## src/rtl/clock_pkg.sv

```systemverilog
// clock_pkg: shared mode encodings and digit limits for the digital clock
package clock_pkg;
    localparam int BCD_W     = 4;
    localparam int UNITS_MAX = 9;
    localparam int TENS_MAX  = 5;
    localparam int HOUR_MAX  = 23;
    typedef enum logic [1:0] {
        MODE_RUN      = 2'd0,
        MODE_SET_HOUR = 2'd1,
        MODE_SET_MIN  = 2'd2
    } mode_t;
endpackage

```

## src/rtl/clock_bcd_digit.sv

```systemverilog
// bcd_digit: single BCD counter that wraps to 0 after MAX and flags the wrap
module bcd_digit
    import clock_pkg::*;
#(
    parameter int MAX = 9
) (
    input  logic             clk,
    input  logic             clr,
    input  logic             inc,
    output logic [BCD_W-1:0] q,
    output logic             wrap
);
    assign wrap = inc && (q == BCD_W'(MAX));
    // count up on inc, returning to 0 on the increment past MAX
    always_ff @(posedge clk)
        if (clr) q <= '0;
        else if (inc) q <= wrap ? '0 : q + 1'b1;
endmodule

```

## src/rtl/clock_ctrl.sv

```systemverilog
// clock_ctrl: prescaled HH:MM:SS BCD clock with hour/minute set modes
module clock_ctrl
    import clock_pkg::*;
#(
    parameter int TICK_DIV = 50_000_000
) (
    input  logic             clk,
    input  logic             clr,
    input  logic             key_mode,
    input  logic             key_inc,
    output logic [BCD_W-1:0] sec_lo,
    output logic [BCD_W-1:0] sec_hi,
    output logic [BCD_W-1:0] min_lo,
    output logic [BCD_W-1:0] min_hi,
    output logic [BCD_W-1:0] hour_lo,
    output logic [BCD_W-1:0] hour_hi,
    output logic [1:0]       mode,
    output logic             tick,
    output logic             blink
);
    localparam int PW = $clog2(TICK_DIV);
    logic [PW-1:0] pre;
    mode_t st;
    logic tc, run, set_exit, sec_inc, min_inc, hour_inc, hour_wrap;
    logic sl_w, sh_w, ml_w, mh_w, hl_w, hh_w;
    assign tc        = pre == PW'(TICK_DIV - 1);
    assign run       = st == MODE_RUN;
    assign set_exit  = (st == MODE_SET_MIN) && key_mode;
    assign sec_inc   = run && tc;
    assign min_inc   = run ? sh_w : (st == MODE_SET_MIN) && key_inc && !key_mode;
    assign hour_inc  = run ? mh_w : (st == MODE_SET_HOUR) && key_inc && !key_mode;
    assign hour_wrap = (hour_inc && ({hour_hi, hour_lo} == {BCD_W'(HOUR_MAX / 10), BCD_W'(HOUR_MAX % 10)})) || hh_w;
    assign mode      = st;
    assign blink     = !run && (pre < PW'(TICK_DIV / 2));
    // one-second prescaler; restarts when leaving minute-set so the first second is whole
    always_ff @(posedge clk)
        if (clr || set_exit || tc) pre <= '0;
        else pre <= pre + 1'b1;
    // mode sequencing and registered second tick
    always_ff @(posedge clk)
        if (clr) begin
            st   <= MODE_RUN;
            tick <= 1'b0;
        end else begin
            tick <= sec_inc;
            if (key_mode) st <= (st == MODE_RUN) ? MODE_SET_HOUR : (st == MODE_SET_HOUR) ? MODE_SET_MIN : MODE_RUN;
        end
    bcd_digit #(.MAX(UNITS_MAX)) u_sec_lo (.clk(clk), .clr(clr || set_exit), .inc(sec_inc), .q(sec_lo), .wrap(sl_w));
    bcd_digit #(.MAX(TENS_MAX)) u_sec_hi (.clk(clk), .clr(clr || set_exit), .inc(sl_w), .q(sec_hi), .wrap(sh_w));
    bcd_digit #(.MAX(UNITS_MAX)) u_min_lo (.clk(clk), .clr(clr), .inc(min_inc), .q(min_lo), .wrap(ml_w));
    bcd_digit #(.MAX(TENS_MAX)) u_min_hi (.clk(clk), .clr(clr), .inc(ml_w), .q(min_hi), .wrap(mh_w));
    bcd_digit #(.MAX(UNITS_MAX)) u_hour_lo (.clk(clk), .clr(clr || hour_wrap), .inc(hour_inc), .q(hour_lo), .wrap(hl_w));
    bcd_digit #(.MAX(HOUR_MAX / 10)) u_hour_hi (.clk(clk), .clr(clr || hour_wrap), .inc(hl_w), .q(hour_hi), .wrap(hh_w));
endmodule

```

## config.mk

```make
export PLATFORM = sky130hd
export DESIGN_NAME = clock_ctrl
export DESIGN_NICKNAME = d
export VERILOG_FILES = /design/src/rtl/clock_pkg.sv /design/src/rtl/clock_bcd_digit.sv /design/src/rtl/clock_ctrl.sv
export SDC_FILE = /design/constraint.sdc
export NUM_CORES = 1
export LEC_CHECK = 0
export BUFFER_PORTS_ARGS = -buffer_cell sky130_fd_sc_hd__buf_2
export CAP_MARGIN = 0
export CORE_ASPECT_RATIO = 0.5
export CORE_MARGIN = 3
export CORE_UTILIZATION = 35
export CTS_CLUSTER_SIZE = 25
export DETAILED_ROUTE_END_ITERATION = 16
export GPL_TIMING_DRIVEN = 1
export SLEW_MARGIN = 20
export SYNTH_ARGS = -nofsm -noshare
export SYNTH_HDL_FRONTEND = slang
export SYNTH_HIERARCHICAL = 1
export SYNTH_SLANG_ARGS = --single-unit
```

## constraint.sdc

```tcl
create_clock -name clk -period 4.7 [get_ports clk]
set_input_delay 0.235 -clock clk [delete_from_list [all_inputs] [get_ports clk]]
set_output_delay 0.235 -clock clk [all_outputs]
set_load 0.1 [all_outputs]
```

# Word-level counts from Yosys, hierarchy flattened
# Cells that the tools add are included.
dict set report op_classes {
  n_reduce_logical 21
  magnitude_cmp 1
  muxes 10
  add_sub_neg 7
  n_eq_ne 10
}
# operator n
set op_table {}
lappend op_table {{adder 26 x 1 -> 26 bit (second input constant)} 1}
lappend op_table {{== test 26 bit (second input constant)} 1}
lappend op_table {{less-than comparator 26 x 25 -> 1 bit (second input constant)} 1}
lappend op_table {{adder 4 x 1 -> 4 bit (second input constant)} 6}
lappend op_table {{two-way mux 4 bit} 6}
lappend op_table {{logical AND 1 bit} 14}
lappend op_table {{== test 4 bit (second input constant)} 3}
lappend op_table {{== test 4 x 3 -> 1 bit (second input constant)} 2}
lappend op_table {{== test 8 x 6 -> 1 bit (second input constant)} 1}
lappend op_table {{== test 4 x 2 -> 1 bit (second input constant)} 1}
lappend op_table {{logical OR 1 bit} 4}
lappend op_table {{two-way mux 2 bit} 2}
lappend op_table {{== test 2 x 1 -> 1 bit (second input constant)} 1}
lappend op_table {{== test 2 bit (second input constant)} 1}
lappend op_table {{zero test 1 bit} 2}
lappend op_table {{zero test 2 bit} 1}
lappend op_table {{two-way mux 1 bit} 2}
dict set report word_totals {
  wordCells 58
  out_inout_bits 28
  regBits 53
}

# Depth between registers and ports, before layout
dict set report depth {
  depth_word 12
  mapped_depth 23
  mapped_depth_nobuf 23
}

# Hierarchy
# The synthesis kept the hierarchy.
# module seq_area_each_um2 n_inst area_each_um2 cells_per_inst
set by_module_without_submodules {}
lappend by_module_without_submodules {clock_ctrl 580.6 1 1516.5 172}
lappend by_module_without_submodules {{bcd_digit (u_hour_lo ...)} 80.1 3 205.2 22}
lappend by_module_without_submodules {{bcd_digit (u_min_hi ...)} 80.1 2 226.5 25}
lappend by_module_without_submodules {{bcd_digit (u_hour_hi)} 80.1 1 207.7 24}

# Least setup slack after synthesis
# No wires, ideal clock.
dict set report synth_path {
  kind {register to output}
  from {register st[0] (netlist: mode[0])}
  to {output port blink}
  stages_incl_launch_ff 4
  t_arrival_ps 6041
  setup_slack_ps -1576
  t_required_ps 4465
  path_cell_list {dfxtp_1 clkbuf_1 nor2_1 a2111oi_0}
}
dict set report synth_via {
  elab_chain_cells 3
}
# element line
set synth_rtl {}
lappend synth_rtl {{start, declared} clock_ctrl.sv:23} ;# mode_t st;
lappend synth_rtl {{start signal, assigned} clock_ctrl.sv:46} ;# if (key_mode) st <= (st == MODE_RUN) ? MODE_SET_HOUR : (st == MODE_SET_HOUR) ? MODE_SET_MIN : MODE_RUN;
lappend synth_rtl {{zero test 2 bit} clock_ctrl.sv:27} ;# assign run = st == MODE_RUN;
lappend synth_rtl {{zero test 1 bit} clock_ctrl.sv:34} ;# assign blink = !run && (pre < PW'(TICK_DIV / 2));
lappend synth_rtl {{logical AND 1 bit} clock_ctrl.sv:34}
lappend synth_rtl {{end, declared} clock_ctrl.sv:19} ;# output logic blink
# No other way between the ends.

# Worst setup path after layout
dict set report layout_path {
  from {register pre[9]}
  to {register u_hour_lo.q[2]}
}
dict set report layout_via {
  elab_chain_cells 12
}
# element line
set layout_rtl {}
lappend layout_rtl {{start, declared} clock_ctrl.sv:22} ;# logic [PW-1:0] pre;
lappend layout_rtl {{start signal, assigned} clock_ctrl.sv:38} ;# else pre <= pre + 1'b1;
lappend layout_rtl {{== test 26 bit} clock_ctrl.sv:26} ;# assign tc = pre == PW'(TICK_DIV - 1);
lappend layout_rtl {{logical AND 1 bit} clock_ctrl.sv:29} ;# assign sec_inc = run && tc;
lappend layout_rtl {{named net sec_inc} clock_ctrl.sv:24} ;# logic tc, run, set_exit, sec_inc, min_inc, hour_inc, hour_wrap;
lappend layout_rtl {{logical AND 1 bit} clock_bcd_digit.sv:13} ;# assign wrap = inc && (q == BCD_W'(MAX));
lappend layout_rtl {{named net sl_w} clock_ctrl.sv:25} ;# logic sl_w, sh_w, ml_w, mh_w, hl_w, hh_w;
lappend layout_rtl {{logical AND 1 bit} clock_bcd_digit.sv:13}
lappend layout_rtl {{named net sh_w} clock_ctrl.sv:25}
lappend layout_rtl {{two-way mux 1 bit} clock_ctrl.sv:30} ;# assign min_inc = run ? sh_w : (st == MODE_SET_MIN) && key_inc && !key_mode;
lappend layout_rtl {{named net min_inc} clock_ctrl.sv:24}
lappend layout_rtl {{[... 1 more ...]} --}
lappend layout_rtl {{named net ml_w} clock_ctrl.sv:25}
lappend layout_rtl {{[... 1 more ...]} --}
lappend layout_rtl {{named net mh_w} clock_ctrl.sv:25}
lappend layout_rtl {{two-way mux 1 bit} clock_ctrl.sv:31} ;# assign hour_inc = run ? mh_w : (st == MODE_SET_HOUR) && key_inc && !key_mode;
lappend layout_rtl {{named net hour_inc} clock_ctrl.sv:24}
lappend layout_rtl {{logical AND 1 bit} clock_bcd_digit.sv:13}
lappend layout_rtl {{named net hl_w} clock_ctrl.sv:25}
lappend layout_rtl {{logical AND 1 bit} clock_bcd_digit.sv:13}
lappend layout_rtl {{named net hh_w} clock_ctrl.sv:25}
lappend layout_rtl {{logical OR 1 bit} clock_ctrl.sv:32} ;# assign hour_wrap = (hour_inc && ({hour_hi, hour_lo} == {BCD_W'(HOUR_MAX / 10), BCD_W'(HOUR_MAX % 10)})) || hh_ ...
lappend layout_rtl {{logical OR 1 bit} clock_ctrl.sv:52} ;# bcd_digit #(.MAX(UNITS_MAX)) u_hour_lo (.clk(clk), .clr(clr || hour_wrap), .inc(hour_inc), .q(hour_lo), .wrap( ...
lappend layout_rtl {{end signal, assigned} clock_bcd_digit.sv:17} ;# else if (inc) q <= wrap ? '0 : q + 1'b1;
lappend layout_rtl {{end, declared} clock_bcd_digit.sv:10} ;# output logic [BCD_W-1:0] q,
# The timed path passes the listed nets, and every way through them passes these cells.
# A chain may end at the register's enable or synchronous reset.

==> results.json <==
{
  "syn_to_final_growth_pct": 16.2,
  "gp_congestion": 0.851,
  "grt_max_degree": 25,
  "io_pins": 32,
  "regToRegEndpoint": "u_hour_lo/q[2]",
  "synth.avg_cell_area_sq_um": 8.95,
  "critical_path_arrival_ns": 4.24,
  "setup_viol": 0,
  "fin_crit_ns": 4.07,
  "grt_antenna_before_repair": 0,
  "drtAntennaViolNets": 0,
  "cts_sinks": 53,
  "chipWidth_microns": 132,
  "hold_path.class": "input pin to register",
  "synth_ff_type": "dfxtp_1",
  "hp-start": "key_mode",
  "synth_nets": 329,
  "path_delay_family": "simple AND/OR/NAND/NOR gates",
  "gr-total-overflow": 0,
  "ctsHoldBuffers": 0,
  "drtPass1Iterations": 4,
  "hold_end": "mode[0]",
  "ff2ff_setup_slack_ns": 0.63,
  "cp_slowest_stage_delay_ns": 0.55,
  "netlist_instances": 312,
  "max_cap_viol_count": 0,
  "async_flop_share_pct": 0,
  "cp_max_fo": 8,
  "cts_made_buffers": 5,
  "p_per_area_nw_per_um2": 277,
  "endpoint_kind": "register",
  "viasPerCell": 5.14,
  "post-route-period-util_pct": 86.5,
  "via_count": 2352,
  "drc": 0,
  "grt_pass1_vias": 2144,
  "start_util_pct": 37.0,
  "leakagePower_nw": 1.22,
  "netlist_area_sq_um": 2790,
  "clock-root-buffer": "clkbuf_16",
  "tightest_slew_ns": 1.01,
  "netlist.area_leader.share_pct": 38.0,
  "p_total_uw": 898,
  "core_sq_um": 7540,
  "synth_edf_count": 0,
  "fmax_mhz": 246,
  "fin_tns_setup_ns": 0,
  "cts_tree": "built",
  "critPathKind": "register to register",
  "layout.nets": 367,
  "cts.path.max_buffers": 2,
  "cp_cell_sequence": "or4_4, nor4_4, nand3_1, nor3_1, buf_4, nand4b_1, inv_1, nand2_1, nor2_1, mux2i_1, nor2_2, nand4b_1, inv_1, nand2_1, nor2_1, mux2i_1, nor2_1, buf_4, nand4b_1, inv_2, inv_1, nor2_1, a311o_2, nor3_1",
  "synth_top_area_cell": "dfxtp_1",
  "synth_seq_area_share_pct": 38.0,
  "clk_latency_ns": 0.29,
  "synthTopCellsByArea": "dfxtp_1, ha_1, xor2_1",
  "dieArea_sq_um": 9150,
  "final-hold-violation-count": 0,
  "max_slew_margin_pct": 32.5,
  "drive_above_1_share_pct": 20.6,
  "crit_required_ns": 4.88,
  "start_kind": "register",
  "diodes": 0,
  "hold_depth": 3,
  "htree_levels": 2,
  "grt_usage_pct": 12.9,
  "ys_types": 51,
  "nFillCells": 768,
  "r2r-start": "pre[9]",
  "dpl.hpwl_microns": 4230,
  "path_clk_slew_ns": 0.06,
  "yosys_warnings": 6,
  "outcome": "complete, no violations",
  "wl_microns": 5890,
  "crit_top_cell": "nor2_1",
  "synth_seq_cells": 53,
  "slew_violations": 0,
  "fp-row-count": 22,
  "wl_per_cell_microns": 12.9,
  "drtIter0Drc": 129,
  "fp.dieH_microns": 69.2,
  "synth_common_cells": "dfxtp_1, nor2_1, a21oi_1, nand2_1, xor2_1",
  "reg2regPathDepth": 24,
  "ir_drop_mv": 0.155,
  "yosysMostFrequentCell": "dfxtp_1",
  "worst-path-buf-inv": 6,
  "cp.depth": 24,
  "port-buffer-count": 31,
  "cp_slowest_cell": "or4_4",
  "grt_pass1_wl_microns": 9940,
  "fin_skew_ns": 0.00549
}
## per-stage QoR
| step | setup slack, ns | cells | hold slack [ns] | util (%) | area [sq um] |
|---|---|---|---|---|---|
| 2_1_floorplan | 0.120 | 312 | 0.297 | - | 2800 |
| 3_3_place_gp | 0.492 | 449 | 0.447 | 40.9 | 3080 |
| 3_5_place_dp | 0.300 | 449 | 0.455 | 40.9 | 3080 |
| 4_1_cts | 0.265 | 456 | 0.257 | 42.8 | 3220 |
| 5_1_grt | -0.00843 | 458 | 0.298 | 43.0 | 3240 |
| 6_report | 0.634 | 458 | 0.265 | 43.0 | 3240 |
## tightest hold or removal path: cells and delay by family
family / cells / cell delay, ns
buffers and inverters: 1 / 0.13
multiplexers: 1 / 0.08
AND/OR/NAND/NOR: 1 / 0.08
## cell families after synthesis
group	Yosys count	share of synthesized area, %
adder cells (fa/ha/maj)	13	5.82
AO/OA/AOI/OAI	43	10.2
buffers and inverters	20	3.36
AND/OR/NAND/NOR	157	34.3
XOR/XNOR	22	6.90
flip-flops	53	38.0
multiplexers	4	1.48
## per-layer routing
layer / share of wire [%] / global-route usage (%) / vias up
li1: - / - / 1207
met1: 50 / 16.6 / 1108
met2: 46 / 21.2 / 30
met3: 3.3 / 3.13 / 7
met4: 1.5 / 4.49 / 0
met5: 0 / 0 / -
## cells in the final DEF, fill, tap and decap left out, drive strengths merged, types with 8 or more instances in the layout
cell	n
a21oi	23
and4	8
buf	38
dfxtp	53
ha	13
inv	13
nand2	21
nand2b	8
nand3	12
nand3b	11
nand4	16
nor2	34
nor3	9
xor2	15
## layout make-up
type | count | area (sq um) | share of cell area, %
Clock buffer | 7 | 143 | 4.40
Timing Repair Buffer | 38 | 208 | 6.40
Inverter | 13 | 48.8 | 1.50
Multi-Input combinational cell | 239 | 1650 | 50.8
Tap cell | 108 | 135 | 4.17
Sequential cell | 53 | 1060 | 32.7
## where the power goes
group | internal (mW) | leakage, nW | switching [mW]
registers | 0.455 | 0.429 | 0.00990
logic | 0.0155 | 0.724 | 0.0515
clock network | 0.209 | 0.0700 | 0.157
## sequential cells by signal, indices dropped and copies added, names as in the netlist
signal       flops
u_hour_hi/q      4
tick             1
u_sec_hi/q       4
pre             26
u_sec_lo/q       4
mode             2
u_hour_lo/q      4
u_min_lo/q       4
u_min_hi/q       4
## timing repair
action	4_1_cts	5_1_grt
gates resized for setup	0	4
setup buffers	0	2
endpoints found under the setup margin	0	8
## how the worst max path moves through the flow
stage	start	to	slack [ns]
finish	pre[9]	u_hour_lo/q[2]	0.63
global route	pre[10]	u_hour_lo/q[2]	-0.008
CTS	pre[9]	u_hour_lo/q[2]	0.27
detailed placement	pre[9]	u_hour_lo/q[2]	0.30
global placement	pre[10]	u_hour_lo/q[2]	0.49
floorplan	pre[16]	u_hour_lo/q[2]	0.12
No activity file was read; power rests on OpenSTA's default activity.
